<file path="src/rtl/clk_meter_pkg.sv">
// Shared types and defaults for the slow-clock period meter.
package clk_meter_pkg;

  typedef enum logic [1:0] {
    IDLE  = 2'd0,
    ARM   = 2'd1,
    MEAS  = 2'd2,
    STALL = 2'd3
  } meter_state_t;

  localparam int unsigned DEF_CNT_W       = 25;
  localparam int unsigned DEF_SYNC_STAGES = 2;

  // Averaging window: depth 4, divide by shifting right 2.
  localparam int unsigned AVG_DEPTH = 4;
  localparam int unsigned AVG_SHIFT = 2;

endpackage

</file>
<file path="src/rtl/edge_sync.sv">
// Multi-flop synchroniser for a slow asynchronous input with registered
// single-cycle rise/fall ticks; reusable by any slow-input consumer.
module edge_sync #(
  parameter int unsigned SYNC_STAGES = 2
) (
  input  logic clk,
  input  logic reset,
  input  logic async_in,
  output logic rise_tick,
  output logic fall_tick
);

  logic [SYNC_STAGES-1:0] sync_q;
  logic                   prev_q;
  logic                   level;

  assign level = sync_q[SYNC_STAGES-1];

  always_ff @(posedge clk or posedge reset) begin
    if (reset) begin
      sync_q    <= '0;
      prev_q    <= 1'b0;
      rise_tick <= 1'b0;
      fall_tick <= 1'b0;
    end else begin
      sync_q    <= {sync_q[SYNC_STAGES-2:0], async_in};
      prev_q    <= level;
      rise_tick <= level & ~prev_q;
      fall_tick <= ~level & prev_q;
    end
  end

endmodule

</file>
<file path="src/rtl/clk_period_meter.sv">
// Measures period and high time of a slow square wave in clk cycles and flags
// a stalled input. Optional PERIOD_AVG_EN adds a 4-report running average.
module clk_period_meter
  import clk_meter_pkg::*;
#(
  parameter int unsigned     CNT_W       = DEF_CNT_W,
  parameter int unsigned     SYNC_STAGES = DEF_SYNC_STAGES,
  parameter longint unsigned TIMEOUT     = (64'd1 << CNT_W) - 64'd1
) (
  input  logic             clk,
  input  logic             reset,
  input  logic             clk_in,
  input  logic             en,
  output logic             rise_tick,
  output logic             fall_tick,
  output logic [CNT_W-1:0] period_out,
  output logic [CNT_W-1:0] high_out,
  output logic             period_valid,
  output logic             stalled
`ifdef PERIOD_AVG_EN
  ,
  output logic [CNT_W-1:0] period_avg
`endif
);

  localparam logic [CNT_W-1:0] TMO     = CNT_W'(TIMEOUT);
  localparam logic [CNT_W-1:0] CNT_MAX = '1;
  localparam logic [CNT_W-1:0] ONE     = CNT_W'(1);

  meter_state_t     state_q, state_d;
  logic [CNT_W-1:0] cnt_q, cnt_d;
  logic [CNT_W-1:0] hcnt_q, hcnt_d;
  logic             hph_q, hph_d;
  logic [CNT_W-1:0] period_d, high_d;
  logic             pv_d, stalled_d;

  edge_sync #(.SYNC_STAGES(SYNC_STAGES)) u_edge_sync (
    .clk       (clk),
    .reset     (reset),
    .async_in  (clk_in),
    .rise_tick (rise_tick),
    .fall_tick (fall_tick)
  );

  always_ff @(posedge clk or posedge reset) begin
    if (reset) begin
      state_q      <= IDLE;
      cnt_q        <= '0;
      hcnt_q       <= '0;
      hph_q        <= 1'b0;
      period_out   <= '0;
      high_out     <= '0;
      period_valid <= 1'b0;
      stalled      <= 1'b0;
    end else begin
      state_q      <= state_d;
      cnt_q        <= cnt_d;
      hcnt_q       <= hcnt_d;
      hph_q        <= hph_d;
      period_out   <= period_d;
      high_out     <= high_d;
      period_valid <= pv_d;
      stalled      <= stalled_d;
    end
  end

  always_comb begin
    state_d   = state_q;
    cnt_d     = cnt_q;
    hcnt_d    = hcnt_q;
    hph_d     = hph_q;
    period_d  = period_out;
    high_d    = high_out;
    pv_d      = 1'b0;
    stalled_d = stalled;
    if (!en) begin
      state_d   = IDLE;
      cnt_d     = '0;
      hcnt_d    = '0;
      hph_d     = 1'b0;
      stalled_d = 1'b0;
    end else begin
      unique case (state_q)
        IDLE: begin
          cnt_d   = '0;
          hcnt_d  = '0;
          state_d = ARM;
        end
        ARM: begin
          if (rise_tick) begin
            cnt_d   = ONE;
            hcnt_d  = ONE;
            hph_d   = 1'b1;
            state_d = MEAS;
          end
        end
        MEAS: begin
          cnt_d = (cnt_q == CNT_MAX) ? cnt_q : cnt_q + 1'b1;
          if (hph_q && !fall_tick && hcnt_q != CNT_MAX)
            hcnt_d = hcnt_q + 1'b1;
          if (fall_tick) begin
            high_d = hcnt_q;
            hph_d  = 1'b0;
          end
          // A rise arriving on the timeout cycle still counts as a valid period.
          if (rise_tick) begin
            period_d = cnt_q;
            pv_d     = 1'b1;
            cnt_d    = ONE;
            hcnt_d   = ONE;
            hph_d    = 1'b1;
          end else if (cnt_q == TMO) begin
            cnt_d     = TMO;
            stalled_d = 1'b1;
            state_d   = STALL;
          end
        end
        STALL: begin
          cnt_d = TMO;
          if (rise_tick) begin
            stalled_d = 1'b0;
            cnt_d     = ONE;
            hcnt_d    = ONE;
            hph_d     = 1'b1;
            state_d   = MEAS;
          end
        end
        default: state_d = IDLE;
      endcase
    end
  end

`ifdef PERIOD_AVG_EN
  // Holds the three previous reports; the period being reported is the fourth.
  logic [CNT_W-1:0] hist_q [AVG_DEPTH-1];
  logic [CNT_W+1:0] avg_sum;

  always_comb begin
    avg_sum = {2'b00, cnt_q};
    for (int unsigned i = 0; i < AVG_DEPTH-1; i++)
      avg_sum = avg_sum + {2'b00, hist_q[i]};
  end

  always_ff @(posedge clk or posedge reset) begin
    if (reset) begin
      for (int unsigned i = 0; i < AVG_DEPTH-1; i++) hist_q[i] <= '0;
      period_avg <= '0;
    end else if (!en) begin
      for (int unsigned i = 0; i < AVG_DEPTH-1; i++) hist_q[i] <= '0;
    end else if (pv_d) begin
      hist_q[0] <= cnt_q;
      for (int unsigned i = 1; i < AVG_DEPTH-1; i++) hist_q[i] <= hist_q[i-1];
      period_avg <= avg_sum[AVG_SHIFT +: CNT_W];
    end
  end
`endif

endmodule
</file>
<file path="config.mk">
export PLATFORM = sky130hd
export DESIGN_NAME = clk_period_meter
export DESIGN_NICKNAME = d
export VERILOG_FILES = /design/src/rtl/clk_meter_pkg.sv /design/src/rtl/edge_sync.sv /design/src/rtl/clk_period_meter.sv
export SDC_FILE = /design/constraint.sdc
export NUM_CORES = 1
export LEC_CHECK = 0
export BUFFER_PORTS_ARGS = -buffer_cell sky130_fd_sc_hd__buf_4
export CAP_MARGIN = 20
export CORE_ASPECT_RATIO = 0.8
export CORE_MARGIN = 5
export CORE_UTILIZATION = 59
export DETAILED_ROUTE_END_ITERATION = 10
export MAX_ROUTING_LAYER = met4
export PLACE_DENSITY_LB_ADDON = 0.2
export SETUP_SLACK_MARGIN = 0.4
export SKIP_CTS_REPAIR_TIMING = 1
export SYNTH_ARGS = -nofsm -noshare
export SYNTH_HDL_FRONTEND = slang
export SYNTH_HIERARCHICAL = 1
export SYNTH_SLANG_ARGS = --single-unit
export TNS_END_PERCENT = 50
</file>
<file path="constraint.sdc">
create_clock -name clk -period 3.3 [get_ports clk]
set_clock_uncertainty 0.1 [all_clocks]
set_input_delay 0 -clock clk [delete_from_list [all_inputs] [get_ports clk]]
set_output_delay 0 -clock clk [all_outputs]
set_load 0.05 [all_outputs]
</file>
# --- Word-level counts from Yosys, hierarchy flattened ---
# Cells that the tools add are included.
classes:
  n_addsub: 2
  eq_ne: 14
  n_mux: 28
  bitwise_logic: 4
  n_reduce_logical: 11
op_table:
  columns: ["cell", "count"]
  rows:
  - ["25-bit 2-to-1 mux", 8]
  - ["25-bit one-hot mux with 4 select lines", 1]
  - ["25-bit one-hot mux with 3 select lines", 1]
  - ["25-bit by 1-bit adder with 25-bit output (second input constant)", 2]
  - ["25-bit == test (second input constant)", 1]
  - ["25-bit != test (second input constant)", 1]
  - ["3-bit by 2-bit != test with 1-bit output (second input constant)", 4]
  - ["3-bit AND reduction", 4]
  - ["1-bit 2-to-1 mux", 11]
  - ["2-bit 2-to-1 mux", 4]
  - ["3-bit != test (second input constant)", 2]
  - ["2-bit one-hot mux with 3 select lines", 1]
  - ["2-bit == test (second input constant)", 2]
  - ["4-bit by 2-bit != test with 1-bit output (second input constant)", 1]
  - ["4-bit by 3-bit != test with 1-bit output (second input constant)", 1]
  - ["1-bit one-hot mux with 2 select lines", 2]
  - ["4-bit AND reduction", 1]
  - ["3-bit by 1-bit != test with 1-bit output (second input constant)", 1]
  - ["1-bit AND", 2]
  - ["2-bit by 1-bit == test with 1-bit output (second input constant)", 1]
  - ["1-bit logical AND", 2]
  - ["2-bit logical NOT", 1]
  - ["1-bit inverter", 2]
  - ["2-bit AND reduction", 1]
  - ["other kinds (2)", 2]
word_totals:
  regBits: 110
  inputBits: 4
  out_inout_bits: 54

# --- Longest topological paths before layout ---
logic_depth:
  word_depth: 7
  depth_mapped: 8
  ltp_nobuf: 6

# --- By module ---
# The synthesis kept the hierarchy.
modules_own_cells:
  columns: ["module", "n_inst", "cells_each", "area_per_inst_um2"]
  rows:
  - ["clk_period_meter", 1, 526, 5133.7]
  - ["edge_sync", 1, 8, 143.9]

# --- Worst setup path after synthesis ---
# OpenSTA, ideal clock, no wires.
synth_timing:
  kind: "register to register"
  from: "reg u_edge_sync.rise_tick"
  to: "reg hcnt_q[17]"
  arrival_time_ns: 1.820
  required_time_ns: 3.121
  slack_ns: 1.301
  path_stages_with_launch: 8
  synth_period_minus_slack_ns: 1.999
  cell_sequence: "dfrtp_1 > and4bb_1 > nand2_1 > a41oi_1 > buf_2 > buf_2 > nand4_1 > mux2i_1"
synth_via:
  elab_chain_cells: 3
synth_rtl:
  columns: ["item", "line_no", "rtl"]
  rows:
  - ["from (decl)", "edge_sync.sv:9", "output logic rise_tick,"]
  - ["from (signal assigned)", "edge_sync.sv:28", "rise_tick <= level & ~prev_q;"]
  - ["25-bit 2-to-1 mux", "clk_period_meter.sv:106", "if (rise_tick) begin"]
  - ["25-bit one-hot mux with 3 select lines", "clk_period_meter.sv:83", "unique case (state_q)"]
  - ["25-bit 2-to-1 mux", "clk_period_meter.sv:76", "if (!en) begin"]
  - ["to (signal assigned)", "clk_period_meter.sv:58", "hcnt_q <= hcnt_d;"]
  - ["to (decl)", "clk_period_meter.sv:32", "logic [CNT_W-1:0] hcnt_q, hcnt_d;"]
# Several ways; a longest one is shown, not always the timed one.
# A chain may end at the register's enable or synchronous reset.

# --- Worst setup path after layout ---
layout_timing:
  from: "reg state_q[0]"
  to: "reg period_out[4]"
layout_via:
  elab_chain_cells: 2
layout_rtl:
  columns: ["item", "line_no", "rtl"]
  rows:
  - ["from (decl)", "clk_period_meter.sv:30", "meter_state_t state_q, state_d;"]
  - ["from (signal assigned)", "clk_period_meter.sv:56", "state_q <= state_d;"]
  - ["2-bit == test", "clk_period_meter.sv:83", null]
  - ["3-bit AND reduction (no line)", null, null]
  - ["to (signal assigned)", "clk_period_meter.sv:60", "period_out <= period_d;"]
  - ["to (decl)", "clk_period_meter.sv:16", "output logic [CNT_W-1:0] period_out,"]
# Every way passes these cells.

==> summary.txt <==
Finish
  • Register Area: 2750 um^2
  • Commonest non-fill, non-tap cells in the layout: 110 x dfrtp_1, 105 x nand2_1, 64 x buf_4
  • Filler Cell Count: 665
  • Area taken by multi-input logic gates: 2340 um^2
  • Utilization after layout: 70.1%
  • Diodes inserted: 0
  • Fraction of layout cells with a size suffix above 1: 18.7%
  • Nets: 590
  • Fin area: 6020 um^2
  • Area growth from synthesis to layout: 14.2%
  • Commonest non-fill, non-tap cell in the layout: dfrtp_1

CTS
  • CTS root buf: clkbuf_8
  • Reg clk slew, reported paths: 0.10 ns
  • # H-tree levels: 3
  • TritonCTS Buffers: 9
  • CTS tree: done
  • Clock Latency Late Sink: 0.37 ns
  • Bufs on Longest Clock Path: 2
  • TritonCTS Sinks: 110

Yosys
  • Sequential cell area fraction in the yosys report: 52.2%
  • Most used DFF post-synth: dfrtp_1
  • Synthesized instance count: 534
  • Synth Register Bits: 110
  • Post-synthesis async set-or-reset flop share: 100%
  • Synth Cell Area: 5280 um^2
  • Net count after synthesis: 540
  • Avg Cell Area, Syn: 9.88 um^2
  • Distinct cells, synth: 62
  • Post-synth EDFFs: 0
  • Syn. warnings: 6

Detailed routing
  • Initial DRC count: 367
  • Drt pass-1 iters: 4
  • Average wire per standard cell: 17.2 um
  • DRC Markers: 0
  • DR vias: 4238
  • Routed Antenna Nets: 0
  • Routed Wire Length: 12.1 mm
  • Vias per cell: 6.05

GRT
  • Largest net degree at the start of global routing: 48
  • Remaining global-route overflow: 0
  • Vias in the first global route: 4008
  • Initial antenna violation count: 0
  • First-pass GRT wire length: 20.3 mm
  • GRT Total Usage: 24.0%

STA
  • Worst hold slack: 0.169 ns
  • Final setup TNS: 0 ns
  • Hold Fails Final Rpt: 0
  • Final Critical Period: 2.38 ns
  • Maximum clock frequency: 0.421 GHz
  • Max_slew headroom: 47.2%
  • RSZ-0062 raised after global routing: false
  • Final setup viols: 0
  • Final setup margin: 0.923 ns
  • Fin crit share: 72.0%
  • Final slew viol count: 0
  • Slew @ Worst Pin: 0.792 ns

Hold path
  • Worst hold-check path type: in -> async

Placement
  • Routability cong.: 0.922
  • DP Worst Slack: 0.967 ns
  • I/O Buffers: 57
  • DP HPWL: 8.18 mm
  • Placed Area: 5770 um^2

Floorplan
  • Core ar.: 8600 um^2
  • Initial Util: 61.4%
  • Cell Rows: 30
  • Chip Height: 94.6 um
  • Top-Level Pins: 58
  • Die area: 10900 um^2
  • DIE WIDTH: 116 um

Worst setup path
  • Worst reg2reg path depth: 6
  • Critical path peak fanout: 30
  • Crit path kind: reg -> reg
  • WP data required: 3.46 ns
  • Critical path arrival: 2.54 ns
  • CP endpoint kind: register
  • Startpoint Class: register

Power and ir drop
  • Leak: 2.85 nW
  • PwrDens: 405 nW/um^2
  • VDD IR max: 0.282 mV

Run
  • Maxcap violations: 0

Status
  • Result of the run: complete, no violations
Yosys cell counts (4+ instances only):
| cell | instances | share of area (%) |
|---|---|---|
| dfrtp_1 | 110 | 52 |
| nand2_1 | 105 | 7.5 |
| a21oi_1 | 28 | 2.7 |
| a31oi_1 | 27 | 3.2 |
| nor2_1 | 21 | 1.5 |
| o21ai_1 | 21 | 2.0 |
| clkbuf_1 | 18 | 1.3 |
| o21ai_0 | 17 | 1.6 |
| inv_1 | 15 | 1.1 |
| nand3_1 | 15 | 1.4 |
| mux2_1 | 14 | 3.0 |
| nand4_1 | 11 | 1.3 |
| a41oi_1 | 9 | 1.5 |
| buf_2 | 8 | 0.76 |
| mux2_2 | 8 | 1.7 |
| a211oi_1 | 7 | 1.0 |
| nand2b_1 | 7 | 0.83 |
| nor3_1 | 6 | 0.57 |
| nor2b_1 | 5 | 0.59 |
| o21a_1 | 5 | 0.71 |
| xor2_1 | 5 | 0.83 |
| and2_1 | 4 | 0.47 |
| and3_1 | 4 | 0.47 |
registers in the layout, summed over array words and instances (netlist names):
name	flops
u_edge_sync/fall_tick	1
state_q	2
high_out	25
u_edge_sync/prev_q	1
period_valid	1
cnt_q	25
u_edge_sync/rise_tick	1
u_edge_sync/sync_q	2
hcnt_q	25
hph_q	1
stalled	1
period_out	25
routing by layer:
metal / GRT usage (%) / vias up / share of wire, %
li1: - / 2019 / -
met1: 36.5 / 2068 / 48
met2: 33.9 / 143 / 44
met3: 4.36 / 8 / 6.7
met4: 4.83 / 0 / 0.65
met5: - / - / 0
per-stage QoR:
step | instances | total power, mW
after floorplan | 534 | 1.56
after global placement | 681 | 1.61
after detailed placement | 681 | 1.62
after CTS | 697 | 2.46
after global routing | 701 | 2.54
final | 701 | 2.44
cell families after synthesis:
logic type	count (synthesis)	share of synthesized area (%)
simple gates	210	21.0
compound gates	137	16.7
flops	110	52.2
buf+inv	44	3.46
mux	24	5.07
xor+xnor	7	1.16
fa+ha+maj	2	0.474
power breakdown:
part / leakage (nW) / switching, mW / internal, mW
Sequential: 1.52 / 0.0384 / 1.37
Combinational: 1.22 / 0.136 / 0.0549
Clock: 0.103 / 0.451 / 0.396
worst max-delay path, stage by stage, from the launching register on:
cell     delay, ns
dfrtp_1       0.87
nor2b_1       0.16
nand3_1       0.13
buf_4         0.31
inv_1         0.39
nand2_1       0.23
nand2_1       0.07
path summary, 6_finish.rpt:
check,start,to,slack (ns)
setup / recovery,state_q[0]$_DFFE_PP0P_,period_out[4]$_DFFE_PP0P_,0.92
hold / removal,reset,high_out[2]$_DFFE_PP0P_,0.17
setup reg to reg,state_q[0]$_DFFE_PP0P_,period_out[4]$_DFFE_PP0P_,0.92
hold reg to reg,u_edge_sync/sync_q[0]$_DFF_PP0_,u_edge_sync/sync_q[1]$_DFF_PP0_,0.27
max in group asynchronous,reset,cnt_q[19]$_DFFE_PP0P_,2.09
min in group clk,clk_in,u_edge_sync/sync_q[0]$_DFF_PP0_,0.18
final cells by class:
type	count	share of cell area (%)
repair buffers	68	8.64
flip-flops and latches	110	45.7
inverters	15	0.976
multi-input cells	380	38.9
clock buffers	12	2.58
well taps	112	2.33
clock inverters	4	0.914
Power figures use the tool's default switching activity.
